<file path="src/rtl/fp_accum_if.sv">
// Stream/control bundle for fp_accum: start/len command, element stream, result and status.
interface fp_accum_if #(
  parameter int CNT_W = 8
);
  logic             start;
  logic [CNT_W-1:0] len;
  logic             in_valid;
  logic [31:0]      in_data;
  logic             in_ready;
  logic [31:0]      acc_out;
  logic             busy;
  logic             done;
  logic             nan_flag;

  modport master (
    output start, len, in_valid, in_data,
    input  in_ready, acc_out, busy, done, nan_flag
  );

  modport slave (
    input  start, len, in_valid, in_data,
    output in_ready, acc_out, busy, done, nan_flag
  );
endinterface

</file>
<file path="src/rtl/fp_accum.sv">
// Sequential single-precision accumulator around a combinational RNE fp_adder.
// Optional sticky NaN/Inf input detection: define FP_ACCUM_NAN_DETECT_EN.
module fp_adder (
  input  logic [31:0] a,
  input  logic [31:0] b,
  output logic [31:0] sum
);
  function automatic logic [4:0] lzc27(input logic [26:0] v);
    lzc27 = 5'd27;
    for (int i = 0; i < 27; i++)
      if (v[i]) lzc27 = 5'(26 - i);
  endfunction

  logic        w_swap, w_sx, w_sy, w_sub, w_stk, w_rnd;
  logic [7:0]  w_ex, w_ey, w_d, w_sh;
  logic [23:0] w_mx, w_my;
  logic [26:0] w_yal, w_my27, w_n;
  logic [27:0] w_s;
  logic [4:0]  w_lz;
  logic [9:0]  w_e, w_ef;
  logic [24:0] w_m;
  logic        w_a_nan, w_b_nan, w_a_inf, w_b_inf;

  assign w_a_nan = (a[30:23] == 8'hFF) && (a[22:0] != 23'd0);
  assign w_b_nan = (b[30:23] == 8'hFF) && (b[22:0] != 23'd0);
  assign w_a_inf = (a[30:23] == 8'hFF) && (a[22:0] == 23'd0);
  assign w_b_inf = (b[30:23] == 8'hFF) && (b[22:0] == 23'd0);

  // Order operands by magnitude so the alignment shift is always on y.
  assign w_swap = a[30:0] < b[30:0];
  assign w_sx   = w_swap ? b[31] : a[31];
  assign w_sy   = w_swap ? a[31] : b[31];
  assign w_ex   = w_swap ? ((b[30:23] == 8'd0) ? 8'd1 : b[30:23]) : ((a[30:23] == 8'd0) ? 8'd1 : a[30:23]);
  assign w_ey   = w_swap ? ((a[30:23] == 8'd0) ? 8'd1 : a[30:23]) : ((b[30:23] == 8'd0) ? 8'd1 : b[30:23]);
  assign w_mx   = w_swap ? {|b[30:23], b[22:0]} : {|a[30:23], a[22:0]};
  assign w_my   = w_swap ? {|a[30:23], a[22:0]} : {|b[30:23], b[22:0]};
  assign w_d    = w_ex - w_ey;
  assign w_sub  = w_sx ^ w_sy;
  assign w_my27 = {w_my, 3'b000};

  always_comb begin
    w_yal = 27'd0;
    w_stk = 1'b0;
    w_sh  = 8'd0;
    w_n   = 27'd0;
    w_e   = 10'd0;
    w_lz  = 5'd0;
    if (w_d >= 8'd27) begin
      w_stk = |w_my27;
    end else begin
      w_yal = w_my27 >> w_d;
      w_stk = ((w_yal << w_d) != w_my27);
    end
    w_yal[0] = w_yal[0] | w_stk;
    w_s = w_sub ? ({1'b0, w_mx, 3'b000} - {1'b0, w_yal}) : ({1'b0, w_mx, 3'b000} + {1'b0, w_yal});
    if (w_s[27]) begin
      w_n = {w_s[27:2], w_s[1] | w_s[0]};
      w_e = {2'b00, w_ex} + 10'd1;
    end else begin
      // Left-normalise, but never below exponent 1 (subnormal result).
      w_lz = lzc27(w_s[26:0]);
      w_sh = ({3'b000, w_lz} < w_ex) ? {3'b000, w_lz} : (w_ex - 8'd1);
      w_n  = w_s[26:0] << w_sh;
      w_e  = {2'b00, w_ex} - {2'b00, w_sh};
    end
    w_rnd = w_n[2] & (w_n[1] | w_n[0] | w_n[3]);
    w_m   = {1'b0, w_n[26:3]} + {24'd0, w_rnd};
    w_ef  = w_m[24] ? (w_e + 10'd1) : (w_m[23] ? w_e : 10'd0);

    if (w_a_nan || w_b_nan || (w_a_inf && w_b_inf && (a[31] != b[31])))
      sum = 32'h7FC00000;
    else if (w_a_inf)
      sum = a;
    else if (w_b_inf)
      sum = b;
    else if (w_s == 28'd0)
      sum = {w_sx & w_sy, 31'd0};
    else if (w_ef >= 10'd255)
      sum = {w_sx, 8'hFF, 23'd0};
    else
      sum = {w_sx, w_ef[7:0], (w_m[24] ? 23'd0 : w_m[22:0])};
  end
endmodule

module fp_accum #(
  parameter int CNT_W = 8
) (
  input  logic     clk,
  input  logic     reset,
  fp_accum_if.slave bus
);
  typedef enum logic [1:0] {S_IDLE, S_ACCUM, S_DONE} state_t;

  state_t           r_state;
  logic [31:0]      r_acc;
  logic [CNT_W-1:0] r_cnt;
  logic             r_in_ready, r_busy, r_done;
  logic [31:0]      w_sum;
  logic             w_hs;

  fp_adder u_add (.a(r_acc), .b(bus.in_data), .sum(w_sum));

  assign w_hs = bus.in_valid & r_in_ready;

  always_ff @(posedge clk or posedge reset) begin
    if (reset) begin
      r_state    <= S_IDLE;
      r_acc      <= 32'd0;
      r_cnt      <= '0;
      r_in_ready <= 1'b0;
      r_busy     <= 1'b0;
      r_done     <= 1'b0;
    end else begin
      case (r_state)
        S_IDLE: if (bus.start) begin
          r_acc  <= 32'd0;
          r_cnt  <= bus.len;
          r_busy <= 1'b1;
          if (bus.len == '0) begin
            r_state <= S_DONE;
            r_done  <= 1'b1;
          end else begin
            r_state    <= S_ACCUM;
            r_in_ready <= 1'b1;
          end
        end
        S_ACCUM: if (w_hs) begin
          r_acc <= w_sum;
          r_cnt <= r_cnt - CNT_W'(1);
          if (r_cnt == CNT_W'(1)) begin
            r_state    <= S_DONE;
            r_in_ready <= 1'b0;
            r_done     <= 1'b1;
          end
        end
        S_DONE: begin
          r_state <= S_IDLE;
          r_done  <= 1'b0;
          r_busy  <= 1'b0;
        end
        default: begin
          r_state    <= S_IDLE;
          r_in_ready <= 1'b0;
          r_busy     <= 1'b0;
          r_done     <= 1'b0;
        end
      endcase
    end
  end

`ifdef FP_ACCUM_NAN_DETECT_EN
  logic r_nan;
  // Sticky until the next accepted start; exponent all-ones covers NaN and Inf.
  always_ff @(posedge clk or posedge reset) begin
    if (reset)
      r_nan <= 1'b0;
    else if (r_state == S_IDLE && bus.start)
      r_nan <= 1'b0;
    else if (w_hs && bus.in_data[30:23] == 8'hFF)
      r_nan <= 1'b1;
  end
  assign bus.nan_flag = r_nan;
`else
  assign bus.nan_flag = 1'b0;
`endif

  assign bus.in_ready = r_in_ready;
  assign bus.acc_out  = r_acc;
  assign bus.busy     = r_busy;
  assign bus.done     = r_done;
endmodule

</file>
<file path="src/flat_wrapper.sv">
// flat-port wrapper written by rule: the top's interface ports become plain ports
module fp_accum_flat 
#(
  parameter int CNT_W = 8
)
  (clk, reset, bus_start, bus_len, bus_in_valid, bus_in_data, bus_in_ready, bus_acc_out, bus_busy, bus_done, bus_nan_flag);
  fp_accum_if #(.CNT_W(CNT_W)) bus_i ();
  input  logic clk;
  input  logic reset;
  input wire logic [$bits(bus_i.start)-1:0] bus_start;
  input wire logic [$bits(bus_i.len)-1:0] bus_len;
  input wire logic [$bits(bus_i.in_valid)-1:0] bus_in_valid;
  input wire logic [$bits(bus_i.in_data)-1:0] bus_in_data;
  output wire logic [$bits(bus_i.in_ready)-1:0] bus_in_ready;
  output wire logic [$bits(bus_i.acc_out)-1:0] bus_acc_out;
  output wire logic [$bits(bus_i.busy)-1:0] bus_busy;
  output wire logic [$bits(bus_i.done)-1:0] bus_done;
  output wire logic [$bits(bus_i.nan_flag)-1:0] bus_nan_flag;
  assign bus_i.start = bus_start;
  assign bus_i.len = bus_len;
  assign bus_i.in_valid = bus_in_valid;
  assign bus_i.in_data = bus_in_data;
  assign bus_in_ready = bus_i.in_ready;
  assign bus_acc_out = bus_i.acc_out;
  assign bus_busy = bus_i.busy;
  assign bus_done = bus_i.done;
  assign bus_nan_flag = bus_i.nan_flag;
  fp_accum #(.CNT_W(CNT_W)) u_core (.clk(clk), .reset(reset), .bus(bus_i));
endmodule
</file>
<file path="config.mk">
export PLATFORM = sky130hd
export DESIGN_NAME = fp_accum_flat
export DESIGN_NICKNAME = d
export VERILOG_FILES = /design/src/rtl/fp_accum_if.sv /design/src/rtl/fp_accum.sv /design/src/flat_wrapper.sv
export SDC_FILE = /design/constraint.sdc
export NUM_CORES = 1
export LEC_CHECK = 0
export BUFFER_PORTS_ARGS = -buffer_cell sky130_fd_sc_hd__clkbuf_2
export CORE_UTILIZATION = 35
export DETAILED_ROUTE_END_ITERATION = 8
export PLACE_DENSITY = 0.55
export SYNTH_ARGS = -nofsm -noshare
export SYNTH_HDL_FRONTEND = slang
export SYNTH_SLANG_ARGS = --single-unit
</file>
<file path="constraint.sdc">
create_clock -name clk -period 15.2 [get_ports clk]
set_input_delay 3.04 -clock clk [delete_from_list [all_inputs] [get_ports clk]]
set_output_delay 3.04 -clock clk [all_outputs]
set_load 0.05 [all_outputs]
</file>
# [After elaboration in Yosys (flattened, before gate mapping)]
# Index checks and enable logic that the tools add are counted.
[word_totals] reg_bits=45 in_bits=44 word_cells=145
[op_classes] add_sub_neg=9 order_cmp=4 eq_ne=13 shifts=3 mux=73 bitwise_logic=10 reduce_logical=27
[ops] cell="2-to-1 mux 32 bit" n=6
[ops] cell="2-to-1 mux 5 bit" n=27
[ops] cell="case mux 32 bit (2 select lines)" n=1
[ops] cell="2-to-1 mux 8 bit" n=7
[ops] cell="2-to-1 mux 27 bit" n=2
[ops] cell="<< shifter 27 x 8 -> 27 bit" n=2
[ops] cell="2-to-1 mux 24 bit" n=2
[ops] cell="zero test 23 bit" n=2
[ops] cell="nonzero test 23 bit" n=2
[ops] cell="less-than comparator 31 bit" n=1
[ops] cell="2-to-1 mux 31 bit" n=1
[ops] cell="2-to-1 mux 10 bit" n=3
[ops] cell="adder 27 x 27 -> 28 bit" n=1
[ops] cell="zero test 28 bit" n=1
[ops] cell="2-to-1 mux 28 bit" n=1
[ops] cell="subtractor 27 x 27 -> 28 bit" n=1
[ops] cell="inequality test 27 bit" n=1
[ops] cell="right shift 27 x 8 -> 27 bit" n=1
[ops] cell="adder 24 x 1 -> 25 bit" n=1
[ops] cell="zero test 8 bit" n=3
[ops] cell="OR reduction 24 bit" n=1
[ops] cell="2-to-1 mux 23 bit" n=1
[ops] cell="== test 8 bit (second input constant)" n=2
[ops] cell="case mux 8 bit (2 select lines)" n=1
[ops] cell="33 further kinds" n=68

# [Longest topological paths before layout]
# Gate-level depths: netlist (run 1).
[logic_depth] depth_word=57 ltp_mapped=82 ltp_nobuf=70

# [Hierarchy]
# A second synthesis (run 1) with hierarchy kept.
[unflattened] cells_unflattened=2507 area_unflattened_um2=16846.2
[modules_own_cells] module="fp_adder" instances=1 cells_per_inst=2343 area_each_um2=14904.3
[modules_own_cells] module="fp_accum" instances=1 cells_per_inst=164 area_each_um2=1941.9

# [Worst setup path before layout (run 1)]
# No wires, ideal clock.
[synth_path] path_kind="input -> register" from="input port bus_in_data[25]" to="register u_core.r_acc[10] (netlist: u_core.bus.acc_out[10])" setup_ps=143 arrival_ps=17870 t_required_ps=15057 setup_slack_ps=-2814 stages=78 n_path_buf=14 path_cell_list="buf_4 > inv_1 > ha_1 > nand4_1 > nor4_4 > nand4_2 > o21ai_2 > buf_4 > buf_2 > buf_2 > buf_2 > buf_1 > o31a_1 > clkbuf_1 > inv_1 > ha_1 > fa_1 > buf_2 > (+42 left out) > inv_2 > buf_2 > ha_1 > nor2b_1 > o21ai_0 > nand2b_1 > a21o_1 > maj3_1 > o21ai_0 > xnor2_1 > and3b_1 > and3_1 > nand3_1 > o32ai_1 > o22ai_4 > nand2_2 > buf_2 > o41ai_2"
[synth_between] elab_chain_len=57 elab_cells_between_ends=86 cone_classes="add/sub (8); order compare (4); eq/ne (3); shift (3); mux (51); bitwise (6); reduce/logical (11)"
[synth_rtl] element="start, declared" line="flat_wrapper.sv:13" text="input wire logic [$bits(bus_i.in_data)-1:0] bus_in_data;"
[synth_rtl] element="parallel branches: the longest is 57 deep, another holds less-than comparator 31 bit"
[synth_rtl] element="end signal, assigned" line="fp_accum.sv:128" text="r_acc <= w_sum;"
[synth_rtl] element="end, declared" line="fp_accum.sv:95" text="logic [31:0] r_acc;"
# Several ways; the timed one is not identified. The select of a mux whose other input is x is not followed.
# A chain may end at the register's enable or synchronous reset.

# [Worst setup path in the final report (run 1)]
[layout_path] from="input port bus_in_data[6]" to="register u_core.r_acc[8] (netlist: u_core.bus.acc_out[8])"
[layout_between] elab_chain_len=56 elab_cells_between_ends=84 cone_classes="add/sub (8); order compare (4); eq/ne (2); shift (3); mux (50); bitwise (6); reduce/logical (11)"
[layout_rtl] element="less-than comparator 31 bit" line="fp_accum.sv:30" text="assign w_swap = a[30:0] < b[30:0];"
[layout_rtl] element="2-to-1 mux 8 bit (on tied branches)" line="fp_accum.sv:33, fp_accum.sv:34"
[layout_rtl] element="subtractor 8 bit" line="fp_accum.sv:37" text="assign w_d = w_ex - w_ey;"
[layout_rtl] element="right shift 27 x 8 -> 27 bit" line="fp_accum.sv:51" text="w_yal = w_my27 >> w_d;"
[layout_rtl] element="<< shifter 27 x 8 -> 27 bit" line="fp_accum.sv:52" text="w_stk = ((w_yal << w_d) != w_my27);"
[layout_rtl] element="inequality test 27 bit" line="fp_accum.sv:52"
[layout_rtl] element="2-to-1 mux 1 bit" line="fp_accum.sv:48" text="if (w_d >= 8'd27) begin"
[layout_rtl] element="OR 1 bit" line="fp_accum.sv:54" text="w_yal[0] = w_yal[0] | w_stk;"
[layout_rtl] element="(+40 left out)"
[layout_rtl] element=">= comparator 10 x 8 -> 1 bit" line="fp_accum.sv:78" text="else if (w_ef >= 10'd255)"
[layout_rtl] element="2-to-1 mux 31 bit" line="fp_accum.sv:78"
[layout_rtl] element="2-to-1 mux 32 bit" line="fp_accum.sv:76" text="else if (w_s == 28'd0)"
[layout_rtl] element="2-to-1 mux 32 bit" line="fp_accum.sv:74" text="else if (w_b_inf)"
[layout_rtl] element="2-to-1 mux 32 bit" line="fp_accum.sv:72" text="else if (w_a_inf)"
[layout_rtl] element="2-to-1 mux 32 bit" line="fp_accum.sv:70" text="if (w_a_nan || w_b_nan || (w_a_inf && w_b_inf && (a[31] != b[31])))"
[layout_rtl] element="2-to-1 mux 32 bit" line="fp_accum.sv:127" text="S_ACCUM: if (w_hs) begin"
[layout_rtl] element="case mux 32 bit (2 select lines)" line="fp_accum.sv:114" text="case (r_state)"
# Parallel ways exist; a longest one is shown, timed or not. The select of a mux whose other input is x is not followed.

==> results of run 1 <==
-- logic make-up (layout without fill, tap and decap cells) --
logic type	count (synthesis)	in the layout	share of synthesized area, %
compound gates	887	887	38.03
other cells	2	2	0.04428
flops	45	45	6.639
simple gates	930	931	27.06
xor+xnor	72	73	3.762
buf+inv	307	1225	7.856
mux	120	120	8.623
fa+ha+maj	107	107	7.982
-- path summary, 6_finish.rpt --
| check | from | end | slack (ns) | cells past startpoint |
|---|---|---|---|---|
| setup / recovery | bus_in_data[6] | u_core.bus.acc_out[8] | -0.60 | 70 |
| hold / removal | u_core.bus.busy | u_core.bus.busy | 0.52 | 2 |
| setup reg to reg | u_core.bus.acc_out[16] | u_core.bus.acc_out[8] | 1.34 | 68 |
| hold reg to reg | u_core.bus.busy | u_core.bus.busy | 0.52 | 2 |
| max in group asynchronous | reset | u_core.r_cnt[3] | 11.61 | 2 |
| min in group asynchronous | reset | u_core.bus.acc_out[7] | 2.96 | 2 |
-- cells in the final DEF (no fill, tap or decap), types with 17 or more instances in the layout --
| cell | count |
|---|---|
| o22ai_1 | 26 |
| buf_6 | 39 |
| nor3_1 | 69 |
| o21a_1 | 20 |
| nand4_1 | 38 |
| xor2_1 | 17 |
| o21ai_0 | 106 |
| buf_12 | 19 |
| nor4_1 | 24 |
| nor3_2 | 18 |
| nand2_1 | 247 |
| inv_1 | 108 |
| mux2i_1 | 64 |
| a211oi_1 | 32 |
| and3_1 | 19 |
| a21o_1 | 27 |
| ha_4 | 26 |
| mux4_2 | 17 |
| or3_1 | 18 |
| a21oi_1 | 149 |
| buf_4 | 934 |
| a211oi_2 | 22 |
| xnor2_1 | 42 |
| clkbuf_2 | 66 |
| nand2b_1 | 21 |
| inv_2 | 20 |
| dfrtp_1 | 45 |
| o211ai_1 | 45 |
| mux2_2 | 25 |
| o21ai_2 | 18 |
| a21oi_2 | 39 |
| nand3_1 | 80 |
| o221ai_1 | 17 |
| o21ai_1 | 26 |
| nor2_1 | 214 |
| and2_1 | 21 |
| ha_1 | 71 |
| a31oi_1 | 32 |
-- registers in the layout (all words and copies together), names as in the netlist --
register / count
u_core.bus.done: 1
u_core.bus.acc_out: 32
u_core.r_cnt: 8
u_core.bus.in_ready: 1
u_core.r_state: 2
u_core.bus.busy: 1
-- cell type report --
class                   count  share of cell area [%]
inverters                 140                   2.061
well taps                 615                   2.744
multi-input cells        2120                   60.57
clock inverters             2                 0.05354
repair buffers           1077                   30.10
flip-flops and latches     45                   4.016
clock buffers               6                  0.4596
-- repair_timing --
| item | 4_1_cts | 5_1_grt |
|---|---|---|
| hold buffers | 0 | 0 |
| hold endpoints to repair | 0 | 0 |
| gates resized for setup | 282 | 168 |
| pin swaps | 108 | 76 |
| cloned | 1 | 6 |
| setup buffers | 71 | 56 |
| endpoints found under the setup margin | 31 | 31 |
-- critical path: cells and delay by family --
family	cells	cell delay, ns
buffers and inverters	16	2.09
xor gates and xnor gates	1	0.29
AOI/OAI and AO/OA	33	6.10
and+or+nand+nor	14	2.87
adders and majority gates	6	1.54
-- per-layer routing --
| metal | share of wire [%] | track usage [%] |
|---|---|---|
| met1 | 39 | 50.11 |
| met2 | 46 | 67.04 |
| met3 | 7.3 | 4.148 |
| met4 | 8.3 | 28.74 |
| met5 | 0.012 | 0 |
-- metrics by stage --
stage               hold WS [ns]  util [%]  cells
finish                    0.5229     58.73   4005
global placement          0.5007     51.47   3865
global route              0.5675     58.73   4005
CTS                       0.5251     55.87   3945
floorplan                 0.4726         -   2470
detailed placement        0.5151     51.47   3865
==> key figures, run 1 <==
Timing
  – Max Clock Freq: 63.31 MHz
  – Final worst setup slack: -0.5963 ns
  – Final setup fails: 31
  – Slew @ Worst Pin: 1.244 ns
  – Slew headroom: 17.09%
  – Minimum clock period: 15.80 ns
  – Hold Vio Cnt, Final: 0
  – Worst Clk Skew: 0.01163 ns
  – RSZ-0062 raised after global routing: yes
  – Setup TNS: -15.58 ns
  – Fin crit share: 103.9%
  – Final count of pins violating max slew: 0

Yosys
  – Syn_area_per_cell: 6.867 um^2
  – Yosys cell types: 127
  – Most frequent cell after synthesis: nand2_1
  – Syn. warnings: 0
  – Area of the mapped netlist: 16960 um^2
  – Yosys reg bits: 45
  – Net count after synthesis: 2618
  – Post-synth EDFFs: 0
  – Cells after Synth: 2470
  – Synth cell count leaders: 260 x nand2_1, 230 x nor2_1, 190 x a21oi_1
  – Post-synth top area cell: ha_1
  – Register area share after synthesis: 6.639%
  – Async S/R FF share, synth: 100.0%
  – Top cells by area, synth: ha_1 7.5%, dfrtp_1 6.6%, nand2_1 5.8%
  – Most common flop cell mapped by yosys: dfrtp_1
  – Top-area cell type share of the netlist area: 7.451%

Global route
  – Vias in the first global route: 24.52k
  – Antenna violations before repair: 2
  – Global route overflow: 0
  – Pin count of the biggest net entering global routing: 60
  – First-pass GRT wire length: 153900 um
  – Total GRT Usage: 40.86%

Clock tree
  – CTS Buffer Depth: 2
  – Clock latency on the worst-skew pair: 0.30 ns
  – H-tree depth: 2
  – Clk slew on worst S/H paths: 0.06 ns
  – Clock tree from TritonCTS: yes
  – Num CTS Buffers: 5
  – Clock sinks: 45
  – Clk Tree Root Cell: clkbuf_16

Critical path
  – Type of the worst setup path: primary input to register
  – Crit end category: register
  – Worst EP required: 15.38 ns
  – Critical-path top delay cell: or4_4
  – CP max FO: 6
  – Critical path arrival: 15.97 ns
  – CP startpoint kind: primary input
  – Worst stage delay on the critical path: 0.55 ns

Floorplan
  – Die width: 222.1 um
  – DIE AREA: 49350 um^2
  – CORE AREA: 47750 um^2
  – Starting Density: 35.52%
  – Chip height: 222.1 um
  – Boundary pin count: 80
  – Row cnt: 80

Finish
  – NumNets Final: 3537
  – Fillers: 4424
  – Layout area overhead: 65.33%
  – ANT cells: 0
  – Area of the multi-input gates: 16990 um^2
  – Sequential Area: 1126 um^2
  – Layout cells sized above 1: 47.11%
  – Final Instance Area: 28040 um^2

Routing
  – Vias per inst: 6.308
  – Final wirelength: 107200 um
  – Pre-antenna DRT Iters: 7
  – Post-route DRC violation count: 0
  – Drt wl/cell: 26.76 um
  – Via count: 25.26k
  – Initial drt markers: 2543
  – ANT nets after route: 0

Placement
  – Dpl ws: -1.972 ns
  – Port buffer count: 78
  – Post-DP Area: 24570 um^2
  – DP HPWL: 83420 um
  – Routability congestion estimate: 1.055

Job
  – Max Cap Viol: 0

Hold path
  – HP Class: register to register

Run status
  – Failing checks: negative setup slack
  – Status: finished, violations left
Power of run 1 is not shown: default switching activity piles up to over one toggle a cycle in this logic, so the estimate is an artifact.
==> inputs of run 2 (changes only) <==
- CTS_BUF_LIST: unset -> sky130_fd_sc_hd__clkbuf_8
- SKIP_LAST_GASP: unset -> 1
==> run 2 against run 1 <==
Effect of this change:
- count of clock-buffer cells in the layout is 1 lower
- the run still ends with negative setup slack left
- sequential share of layout area hardly changed
- highest routed layer unchanged
- register-to-register slack worse by 0.09 ns
- critical path type unchanged
- non-clock buffer count is 11 higher
==> key figures, run 2 (synthesized netlist as in run 1, its figures left out) <==
Timing
  – Minimum clock period: 15.86 ns (was 15.80 ns)
  – Worst Clk Skew: 0.01151 ns (was 0.01163 ns)
  – Max Clock Freq: 63.06 MHz (was 63.31 MHz)
  – Final setup fails: 31 (unchanged)
  – Slew @ Worst Pin: 1.230 ns (was 1.244 ns)
  – Final count of pins violating max slew: 0 (unchanged)
  – Hold Vio Cnt, Final: 0 (unchanged)
  – Fin crit share: 104.3% (was 103.9%)
  – RSZ-0062 raised after global routing: yes (unchanged)
  – Final hold slack: 0.5259 ns (was 0.5229 ns)
  – Final worst setup slack: -0.6578 ns (was -0.5963 ns)
  – Slew headroom: 17.98% (was 17.09%)

Clock tree
  – Clock tree from TritonCTS: yes (unchanged)
  – Cts hold-fix bufs: 0 (unchanged)
  – Clk Tree Root Cell: clkbuf_8 (was clkbuf_16)
  – H-tree depth: 2 (unchanged)
  – Clock latency on the worst-skew pair: 0.32 ns (was 0.30 ns)
  – Clk slew on worst S/H paths: 0.10 ns (was 0.06 ns)
  – Num CTS Buffers: 5 (unchanged)
  – Clock sinks: 45 (unchanged)
  – CTS Buffer Depth: 2 (unchanged)

Critical path
  – Sum of buffers and inverters on the critical path: 18 (was 16)
  – Critical-path top delay cell: or4b_4 (was or4_4)
  – Crit-path leading delay family: compound AO/OA/AOI/OAI gates (unchanged)
  – Crit end category: register (unchanged)
  – CP startpoint kind: primary input (unchanged)
  – CP max FO: 19 (was 6)
  – Worst stage delay on the critical path: 0.57 ns (was 0.55 ns)
  – Top cell by count, worst path: buf_4
  – Type of the worst setup path: primary input to register (unchanged)
  – Critical path arrival: 16.07 ns (was 15.97 ns)
  – Worst EP required: 15.41 ns (was 15.38 ns)

Routing
  – Vias per inst: 6.275 (was 6.308)
  – Final wirelength: 107100 um (was 107200 um)
  – Met1 WL: 42000 um (was 41580 um)
  – Metal3 WL: 7342 um (was 7786 um)
  – Pre-antenna DRT Iters: 6 (was 7)
  – Via count: 25.20k (was 25.26k)
  – Post-route DRC violation count: 0 (unchanged)
  – Met2 routed WL: 48700 um (was 48870 um)
  – ANT nets after route: 0 (unchanged)
  – Drt wl/cell: 26.66 um (was 26.76 um)
  – Initial drt markers: 2425 (was 2543)
  – Top sig layer: met5 (unchanged)

Run status
  – Status: finished, violations left (unchanged)
  – Failing checks: negative setup slack (unchanged)

Floorplan
  – CORE AREA: 47750 um^2 (unchanged)
  – Starting Density: 35.52% (unchanged)
  – Row cnt: 80 (unchanged)
  – Chip height: 222.1 um (unchanged)
  – DIE AREA: 49350 um^2 (unchanged)
  – Boundary pin count: 80 (unchanged)
  – Die width: 222.1 um (unchanged)

Finish
  – Layout area overhead: 66.44% (was 65.33%)
  – ANT cells: 0 (unchanged)
  – Most common cell after layout, fill and taps aside: buf_4 (unchanged)
  – Max reg flops: 32 (unchanged)
  – Final Core Density: 59.12% (was 58.73%)
  – Layout cells sized above 1: 47.46% (was 47.11%)
  – Most frequent cells in the layout: 944 x buf_4, 245 x nand2_1, 215 x nor2_1, 147 x a21oi_1, 112 x inv_1 (was 934 x buf_4, 247 x nand2_1, 214 x nor2_1, 149 x a21oi_1, 108 x inv_1)
  – Final Instance Area: 28230 um^2 (was 28040 um^2)
  – Post-route insts no fill: 4016 (was 4005)
  – NumNets Final: 3548 (was 3537)

Global route
  – Pin count of the biggest net entering global routing: 60 (unchanged)
  – Antenna violations before repair: 2 (unchanged)
  – First-pass GRT wire length: 155200 um (was 153900 um)
  – Total GRT Usage: 41.26% (was 40.86%)
  – Global route overflow: 0 (unchanged)
  – Vias in the first global route: 24.57k (was 24.52k)

Placement
  – Placed Cells: 3865 (unchanged)
  – Post-DP Area: 24570 um^2 (unchanged)
  – DP HPWL: 83420 um (unchanged)
  – Port buffer count: 78 (unchanged)
  – Routability congestion estimate: 1.055 (unchanged)

Hold path
  – HP Class: register to register (unchanged)

Job
  – Max Cap Viol: 0 (unchanged)
## run 2: changes by cell type in the layout (fill, tap and decap cells not counted), sizes merged
cell | before | now
bufbuf | 0 | 1
inv | 136 | 138
clkinv | 4 | 3
clkbuf | 80 | 70
buf | 1003 | 1022
## run 2: tightest hold or removal path, stage by stage, from the launching register on
cell and delay, ns:
dfrtp_1 0.37, nor2_1 0.05, nor2_1 0.08
## run 2: path summary, 6_finish.rpt
path | slack (ns) | cells after the start | start | end
min | 0.53 | 2 | u_core.bus.busy | u_core.bus.busy
min in group asynchronous | 2.93 | 2 | reset | u_core.bus.acc_out[11]
max in group asynchronous | 11.65 | 2 | reset | u_core.r_cnt[3]
min reg2reg | 0.53 | 2 | u_core.bus.busy | u_core.bus.busy
max reg2reg | 1.25 | 64 | u_core.bus.acc_out[25] | u_core.bus.acc_out[4]
max | -0.66 | 70 | bus_in_data[6] | u_core.bus.acc_out[4]
## run 2: repair_timing
| action | CTS | global route |
|---|---|---|
| pin swaps | 112 | 78 |
| endpoints found under the hold margin | 0 | 0 |
| gates cloned | 7 | 1 |
| setup endpoints to repair | 31 | 31 |
| buffers inserted | 94 | 46 |
| gates resized for setup | 302 | 185 |
## run 2: metal layers
metal | up-vias | GRT usage (%)
met5 | - | 0
met2 | 1314 | 67.47
met3 | 379 | 4.572
li1 | 11310 | -
met1 | 12200 | 50.58
met4 | 2 | 28.97
## run 2: per-stage QoR
| step | worst slack (ns) | setup TNS, ns |
|---|---|---|
| after floorplan | -0.6954 | -18.49 |
| after global placement | -1.891 | -57.50 |
| after detailed placement | -1.972 | -59.20 |
| after CTS | -0.3598 | -8.240 |
| after global routing | -1.103 | -30.70 |
| final | -0.6578 | -16.59 |
## run 2: layout make-up
class | count | area (um^2)
flip-flops and latches | 45 | 1126
clock buffers | 5 | 68.82
inverters | 140 | 595.6
fillers | 4368 | 19520
multi-input cells | 2120 | 17130
clock inverters | 3 | 18.77
repair buffers | 1088 | 8526
well taps | 615 | 769.5
Power of run 2 is left out for the same reason.
